===== src/rtl/counter_pkg.sv =====
// Shared definitions for the down-counter / timer.
//   state_t   : controller state, 2-bit encoding
//   calc_max  : all-ones value for a given counter width (2^w - 1)
package counter_pkg;

   typedef enum logic [1:0] {
      IDLE = 2'b00,
      RUN  = 2'b01,
      DONE = 2'b10
   } state_t;

   function automatic longint unsigned calc_max(input int unsigned w);
      return (64'd1 << w) - 64'd1;
   endfunction

endpackage


===== src/rtl/down_counter_timer.sv =====
// Down-counter / timer.
// Free-runs downward after reset (wrapping 0 -> MAX with a borrow pulse);
// once loaded it behaves as a one-shot or auto-reload timer.
// Ports:
//   clk          system clock, rising edge
//   rst          synchronous reset, active-high
//   en           count enable, one step per enabled edge
//   load         load strobe, captures load_val and enters timer mode
//   load_val     load/reload value
//   auto_reload  sampled at expiry: 1 = reload, 0 = stop in DONE
//   cnt          current count (registered)
//   bout         borrow/expiry pulse (registered, one cycle per event)
//   done         one-shot expired flag, held until load or rst
//
// state | meaning
// ------+-----------------------------------------------
// IDLE  | free-running down-counter, borrow on 0 -> MAX
// RUN   | timer counting down to 0 from a loaded value
// DONE  | one-shot expired; cnt parked at 0, en ignored
module down_counter_timer
   import counter_pkg::*;
#(
   parameter int WIDTH = 4
) (
   input  logic             clk,
   input  logic             rst,
   input  logic             en,
   input  logic             load,
   input  logic [WIDTH-1:0] load_val,
   input  logic             auto_reload,
   output logic [WIDTH-1:0] cnt,
   output logic             bout,
   output logic             done
);

   localparam logic [WIDTH-1:0] MAX  = WIDTH'(calc_max(WIDTH));
   localparam logic [WIDTH-1:0] ZERO = '0;
   localparam logic [WIDTH-1:0] ONE  = WIDTH'(1);

   state_t           state, state_nxt;
   logic [WIDTH-1:0] reload_q, reload_nxt;
   logic [WIDTH-1:0] cnt_nxt;
   logic             bout_nxt;
   logic             done_nxt;

   always_ff @(posedge clk) begin
      if (rst) begin
         state    <= IDLE;
         cnt      <= ZERO;
         reload_q <= ZERO;
         bout     <= 1'b0;
         done     <= 1'b0;
      end else begin
         state    <= state_nxt;
         cnt      <= cnt_nxt;
         reload_q <= reload_nxt;
         bout     <= bout_nxt;
         done     <= done_nxt;
      end
   end

   // bout defaults low so it can only ever be a single-edge pulse unless
   // the expiry condition recurs on consecutive enabled edges.
   always_comb begin
      state_nxt  = state;
      cnt_nxt    = cnt;
      reload_nxt = reload_q;
      bout_nxt   = 1'b0;
      done_nxt   = done;

      if (load) begin
         cnt_nxt    = load_val;
         reload_nxt = load_val;
         done_nxt   = 1'b0;
         state_nxt  = RUN;
      end else if (en) begin
         case (state)
            IDLE: begin
               cnt_nxt  = (cnt == ZERO) ? MAX : cnt - ONE;
               bout_nxt = (cnt == ZERO);
            end
            RUN: begin
               if (cnt != ZERO) begin
                  cnt_nxt = cnt - ONE;
               end else begin
                  bout_nxt = 1'b1;
                  if (auto_reload) begin
                     cnt_nxt = reload_q;
                  end else begin
                     done_nxt  = 1'b1;
                     state_nxt = DONE;
                  end
               end
            end
            DONE: begin
               cnt_nxt = ZERO;
            end
            default: begin
               state_nxt = IDLE;
               cnt_nxt   = ZERO;
               done_nxt  = 1'b0;
            end
         endcase
      end
   end

endmodule

===== config.mk =====
export PLATFORM = sky130hd
export DESIGN_NAME = down_counter_timer
export DESIGN_NICKNAME = d
export VERILOG_FILES = /design/src/rtl/counter_pkg.sv /design/src/rtl/down_counter_timer.sv
export SDC_FILE = /design/constraint.sdc
export NUM_CORES = 1
export LEC_CHECK = 0
export BUFFER_PORTS_ARGS = -buffer_cell sky130_fd_sc_hd__buf_2
export CELL_PAD_IN_SITES_DETAIL_PLACEMENT = 0
export CELL_PAD_IN_SITES_GLOBAL_PLACEMENT = 1
export CORE_MARGIN = 5
export CORE_UTILIZATION = 40
export CTS_BUF_LIST = sky130_fd_sc_hd__clkbuf_8 sky130_fd_sc_hd__clkbuf_16
export DETAILED_ROUTE_END_ITERATION = 10
export PLACE_DENSITY_LB_ADDON = 0.1
export SLEW_MARGIN = 30
export SYNTH_ARGS = -nofsm -noshare
export SYNTH_HDL_FRONTEND = slang
export SYNTH_SLANG_ARGS = --single-unit

===== constraint.sdc =====
create_clock -name clk -period 5.2 [get_ports clk]
set_input_delay 1.04 -clock clk [delete_from_list [all_inputs] [get_ports clk]]
set_output_delay 1.04 -clock clk [all_outputs]
set_load 0.05 [all_outputs]

==> results of run 1 <==
[kinds of logic (layout without fill, tap and decap cells)]
kind of cell	count (synthesis)	after routing	share of synthesized area
compound gates	17	17	0.202
simple gates	32	32	0.334
mux	3	3	0.0485
buf+inv	7	23	0.0544
fa+ha+maj	1	1	0.0194
flops	11	11	0.342
[synthesized netlist by cell type]
cell type	count	area share
a21boi_1	1	0.012
a21o_1	2	0.023
a21oi_1	4	0.031
a221o_1	1	0.016
a22o_1	1	0.014
a22oi_1	1	0.012
a311oi_1	1	0.014
and2_1	1	0.0097
and2b_2	1	0.014
buf_2	1	0.0078
buf_6	1	0.017
dfxtp_1	11	0.34
ha_1	1	0.019
inv_1	5	0.029
mux2_2	1	0.017
mux2i_1	2	0.031
nand2_1	5	0.029
nand2b_1	4	0.039
nand3b_1	1	0.012
nand4_1	2	0.019
nor2_1	5	0.029
nor2b_1	3	0.029
nor3_1	1	0.0078
nor3b_1	2	0.023
nor4b_4	1	0.037
o21ai_0	2	0.016
o311ai_0	2	0.027
o32ai_1	1	0.014
o32ai_2	1	0.025
or2_2	1	0.0097
or3b_2	4	0.054
or4b_4	1	0.021
[per-layer routing]
| metal | GRT usage | vias up | wire, um |
|---|---|---|---|
| met2 | 0.172 | 16 | 582 |
| li1 | - | 295 | - |
| met5 | 0 | - | 0 |
| met4 | 0.0786 | 0 | 31 |
| met3 | 0.0355 | 4 | 96 |
| met1 | 0.173 | 255 | 698 |
[registers in the layout, summed over array words and instances (netlist names)]
signal	flops
bout	1
state	2
cnt	4
reload_q	4
[worst max path at each step]
stage	slack [ns]	from	end
2_1_floorplan	3.09	load	cnt[3]$_SDFFE_PP0P_
3_3_place_gp	2.87	load	cnt[3]$_SDFFE_PP0P_
3_5_place_dp	2.85	load	cnt[3]$_SDFFE_PP0P_
4_1_cts	3.07	cnt[3]$_SDFFE_PP0P_	cnt[3]
5_1_grt	3.00	cnt[3]$_SDFFE_PP0P_	cnt[3]
6_report	3.08	cnt[3]$_SDFFE_PP0P_	cnt[3]
[final cells by class]
| class | instances | area, um^2 |
|---|---|---|
| clock buffer | 3 | 41.3 |
| timing repair buffer | 14 | 70.1 |
| multi-input combinational | 53 | 389 |
| fill | 147 | 761 |
| tap | 16 | 20.0 |
| clock inverter | 1 | 3.75 |
| sequential | 11 | 220 |
| inverter | 5 | 18.8 |
[through the flow]
step | area [um^2] | hold WS (ns) | setup WS, ns | utilization
2_1_floorplan | 644 | 0.444 | 3.09 | -
3_3_place_gp | 718 | 0.454 | 2.87 | 0.471
3_5_place_dp | 718 | 0.465 | 2.85 | 0.471
4_1_cts | 763 | 0.476 | 3.07 | 0.501
5_1_grt | 763 | 0.500 | 3.00 | 0.501
6_report | 763 | 0.472 | 3.08 | 0.501
[report_power, final]
group          leakage (nW)  switching [mW]  internal [mW]  total [mW]
registers            0.0908         0.00863         0.0905      0.0991
clock network        0.0269          0.0336         0.0520      0.0856
logic                 0.210          0.0328         0.0243      0.0571
total                 0.327          0.0751          0.167       0.242
[worst reg2reg max path: cells and delay by family (launching register included)]
family / cells / cell delay [ns]
DFF: 1 / 0.36
adders and majority gates: 1 / 0.29
and+or+nand+nor: 1 / 0.43
muxes: 1 / 0.39
buffers and inverters: 1 / 0.09
AOI/OAI and AO/OA: 1 / 0.27
==> metrics, run 1 <==
status finished, final reports clean; Avg Inst Size Synth 9.08 um^2; Area Growth Syn to Fin 18.4%; Post-route DRC 0; Die Ht around 50 um; CP Depth 1; Final #Nets 98; hold_buf cts 0; fin crit period ~2.1 ns; CP endpoint kind output pin; first-pass GRT wire length 2470 um; Max Cap Violations 0; Max Fclk 472 MHz; # H-tree levels 1; Worst Hold Depth 2; Worst Setup Path Type register to output pin; GRT Overall Usage 0.126; most frequent cells in the layout 14 x buf_2, 11 x dfxtp_1, 6 x inv_1, 5 x nor2_1, 5 x nand2_1; CTS buffer count 3; pwr/cell area approximately 320 nW/um^2; setup TNS 0 ns; die width ~50 um; Clk Latency, worst-skew pair 0.24 ns; vias post-DR 570; commonest non-fill, non-tap cell in the layout buf_2; CP peak stage delay 0.51 ns; post-synthesis sequential area ratio 0.342; setup violators final 0; maximum buffer depth of the clock tree 2; Worst VDD drop 146 uV; unrepaired setup endpoints after global routing false; Final ANT Viol Nets 0; hpwl dp slightly above 1000 um; Yosys reg bits 11; relative slew slack 0.711; CP delay by family, top flip-flops; Initial DRT Pass Iterations 4; PortBufs 14; Vias/cell 5.53; Tot Pwr 0.242 mW; core box area 1520 um^2; Antenna Cells 0; total wire length about 1400 um; worst-case reg-to-reg path depth 5; Pleak about 0.33 nW; Hold EP reload_q[2]$_SDFFE_PP0P_; Syn Std Cell Area between 600 and 700 um^2; worst hold path type register to register; Crit Path Max Fanout 8; critical path cell sequence buf_2; startpoint types register; hold path start reload_q[2]$_SDFFE_PP0P_; YS warnings 0; Clock Skew 0.000625 ns; Max Slew Vio Count 0; unique cell type count in the Yosys netlist 32; RR Endpoint cnt[1]$_SDFFE_PP0P_; Syn Nets about 80; row cnt 14; placed instance count just under 100; Initial Utilization 0.423; GR Overflow Total 0; DIE AREA approximately 2500 um^2; flop-to-flop setup slack ~3.3 ns; RePlAce Congestion roughly 0.74; Syn Inst Count just over 70; drt wl/cell around 14 um; non-filler cells, final between 100 and 150; vias in the first global route roughly 560; share of cells above drive strength 1 0.310; CP bufs+invs 1; Post-CTS Resized 0; largest net degree at the start of global routing 15; Slew @ Worst Pin between 0.4 and 0.5 ns; CTS root buf clkbuf_8; Tcrit/Tclk final 0.408; CTS tree built; initial DRC count 15; # IOs 15; Worst R2R Start cnt[0]$_SDFFE_PP0P_; worst path arrival time 1.08 ns; Final Hold Viols 0; CP max-delay cell dfxtp_1; clk sinks 11; Req. time, crit path approximately 4.2 ns; Setup Fix Bufs, Post-CTS 0; initial antenna violation count 0; clock-pin transition on the worst setup and hold timing paths about 0.050 ns
No activity file was read; power rests on OpenSTA's default activity.
==> inputs of run 2 (changes only) <==
--- a/config.mk
+++ b/config.mk
@@ -5,11 +5,12 @@
 export SDC_FILE = /design/constraint.sdc
 export NUM_CORES = 1
 export LEC_CHECK = 0
+export ABC_AREA = 1
 export BUFFER_PORTS_ARGS = -buffer_cell sky130_fd_sc_hd__buf_2
 export CELL_PAD_IN_SITES_DETAIL_PLACEMENT = 0
 export CELL_PAD_IN_SITES_GLOBAL_PLACEMENT = 1
 export CORE_MARGIN = 5
-export CORE_UTILIZATION = 40
+export CORE_UTILIZATION = 32
 export CTS_BUF_LIST = sky130_fd_sc_hd__clkbuf_8 sky130_fd_sc_hd__clkbuf_16
 export DETAILED_ROUTE_END_ITERATION = 10
 export PLACE_DENSITY_LB_ADDON = 0.1
==> constraint.sdc (replaced) <==
create_clock -name clk -period 1.78 [get_ports clk]
set_input_delay 0.356 -clock clk [delete_from_list [all_inputs] [get_ports clk]]
set_output_delay 0.356 -clock clk [all_outputs]
set_load 0.05 [all_outputs]
==> metrics, run 2 <==
RePlAce Congestion a little over 0.7; WL met2 just over 700 um; Vias/cell about 4.6; # H-tree levels 1; commonest non-fill, non-tap cell in the layout nand2_1; worst-case reg-to-reg path depth 9; Post-synth top cells 26 x nand2_1, 14 x nand3_1, 11 x dfxtp_1, 6 x inv_1; Syn Nets between 100 and 150; Antenna Cells 0; drt wl/cell between 10 and 15 um; Pleak 0.413 nW; CTS root buf clkbuf_8; Avg Inst Size Synth a little over 7 um^2; GR Overflow Total 0; setup TNS 0 ns; dpl cell area around 760 um^2; row cnt 16; Syn Inst Count between 90 and 100; Max Cap Violations 0; Clk Latency, worst-skew pair ~0.23 ns; GRT Overall Usage 0.116; Initial Utilization 0.338; uppermost layer routed met4; YS warnings 0; Met1 Routed Length between 700 and 800 um; hold path start rst; Max Slew Vio Count 0; Worst VDD drop between 300 and 400 uV; RR Endpoint cnt[1]$_SDFFE_PP0P_; clk sinks 11; Slew @ Worst Pin ~0.25 ns; Worst Hold Depth 2; fin crit period 1.40 ns; most frequent cells in the layout 26 x nand2_1, 14 x nand3_1, 14 x buf_2, 11 x dfxtp_1, 7 x inv_1; Hold EP cnt[2]$_SDFFE_PP0P_; Setup Fix Bufs, Post-CTS 0; share of cells above drive strength 1 0.324; worst path arrival time between 1.5 and 2 ns; # IOs 15; Tot Pwr approximately 0.76 mW; pwr/cell area 942 nW/um^2; Post-route DRC 0; Initial DRT Pass Iterations 4; Final #Nets between 100 and 150; unique cell type count in the Yosys netlist 22; Yosys reg bits 11; initial DRC count 8; Crit Path Max Fanout 5; clock-pin transition on the worst setup and hold timing paths approximately 0.050 ns; Max Fclk 714 MHz; Worst Setup Path Type register to register; Final ANT Viol Nets 0; post-synth top area cell dfxtp_1; Post-CTS Resized 0; Clock Skew a little under 0.002 ns; top-area cell type share of the netlist area 0.329; Post-synth EDFFs 0; routed wl met3 95 um; die width roughly 56 um; Die Ht 55.7 um; first-pass GRT wire length 2800 um; final instance area 807 um^2; count leader, synth nand2_1; Post-synth top flop dfxtp_1; initial antenna violation count 0; Worst R2R Start cnt[0]$_SDFFE_PP0P_; Final Hold Viols 0; largest net degree at the start of global routing 10; core box area between 1500 and 2000 um^2; worst hold path type input port to register; vias in the first global route slightly below 700; hold slack between 0.3 and 0.4 ns; hpwl dp 1270 um; asr flop ratio synth 0; Synth area leaders dfxtp_1 33%, nand2_1 15%, nand3_1 10%; unrepaired setup endpoints after global routing false; post-synthesis sequential area ratio 0.329; CTS buffer count 3; startpoint types register; status finished, final reports clean; Area Growth Syn to Fin 20.6%; maximum buffer depth of the clock tree 2; Tcrit/Tclk final 0.787; flop-to-flop setup slack around 0.38 ns; Syn Std Cell Area between 600 and 700 um^2; DIE AREA about 3100 um^2; vias post-DR roughly 640; Req. time, crit path about 1.9 ns; setup violators final 0; CP endpoint kind register; relative slew slack 0.832; PortBufs 14; total wire length about 1600 um; Regs by FF count cnt (4), reload_q (4), state (2); hold_buf cts 0; CTS tree built
-- run 2: cell types whose count changed after synthesis, sizes merged, moves of 2 or more --
cell    previous run  this run
inv                5        11
nor2b              3         0
o32ai              2         0
nor2               5        12
mux2i              2         0
a21o               2         0
nand2              5        30
nand2b             4         0
nand3              0        14
nor3b              2         0
or3b               4         0
o311ai             2         0
-- run 2: critical path, cell delays in order (launching register included) --
cell      delay (ns)
dfxtp_1         0.31
inv_1           0.11
ha_1            0.27
nand2_2         0.11
nor2_4          0.15
nand3b_4        0.09
nand2_4         0.08
nand2_1         0.05
nand3_1         0.07
nand2_1         0.05
-- run 2: metrics by stage --
stage,setup WS (ns),cells,utilization
finish,0.379,138,0.407
global route,0.226,138,0.407
CTS,0.359,138,0.407
detailed placement,0.369,134,0.384
global placement,0.392,134,0.384
floorplan,0.150,94,-
-- run 2: cell type report --
class                   instances  area [um^2]
clock buffers                   3         41.3
clock inverters                 1         3.75
fillers                       226         1170
inverters                      12         50.0
multi-input cells              70          388
flip-flops and latches         11          220
well taps                      27         33.8
repair buffers                 14         70.1
-- run 2: report_power, final --
part | total, mW | switching, mW | internal [mW]
logic | 0.233 | 0.160 | 0.0726
registers | 0.285 | 0.0178 | 0.267
clock network | 0.243 | 0.0915 | 0.151
total | 0.760 | 0.270 | 0.491
-- run 2: per-layer routing --
metal / up-vias / track usage
met4: 0 / 0.0625
met3: 2 / 0.0302
met2: 14 / 0.188
met1: 283 / 0.138
li1: 340 / -
met5: - / 0
-- run 2: worst max path at each step --
stage | from | to | slack [ns] | cells after the start
final | cnt[0]$_SDFFE_PP0P_ | cnt[1]$_SDFFE_PP0P_ | 0.38 | 9
after global routing | cnt[0]$_SDFFE_PP0P_ | cnt[1]$_SDFFE_PP0P_ | 0.23 | 9
after CTS | cnt[0]$_SDFFE_PP0P_ | cnt[1]$_SDFFE_PP0P_ | 0.36 | 9
after detailed placement | cnt[0]$_SDFFE_PP0P_ | cnt[1]$_SDFFE_PP0P_ | 0.37 | 9
after global placement | cnt[0]$_SDFFE_PP0P_ | cnt[1]$_SDFFE_PP0P_ | 0.39 | 9
after floorplan | cnt[0]$_SDFFE_PP0P_ | cnt[3]$_SDFFE_PP0P_ | 0.15 | 10
-- run 2: kinds of logic after synthesis --
kind of cell    count (synthesis)  synth area share
compound gates                  8            0.0654
xor+xnor                        1            0.0131
fa+ha+maj                       1            0.0187
buf+inv                        13            0.0916
simple gates                   60             0.482
flops                          11             0.329
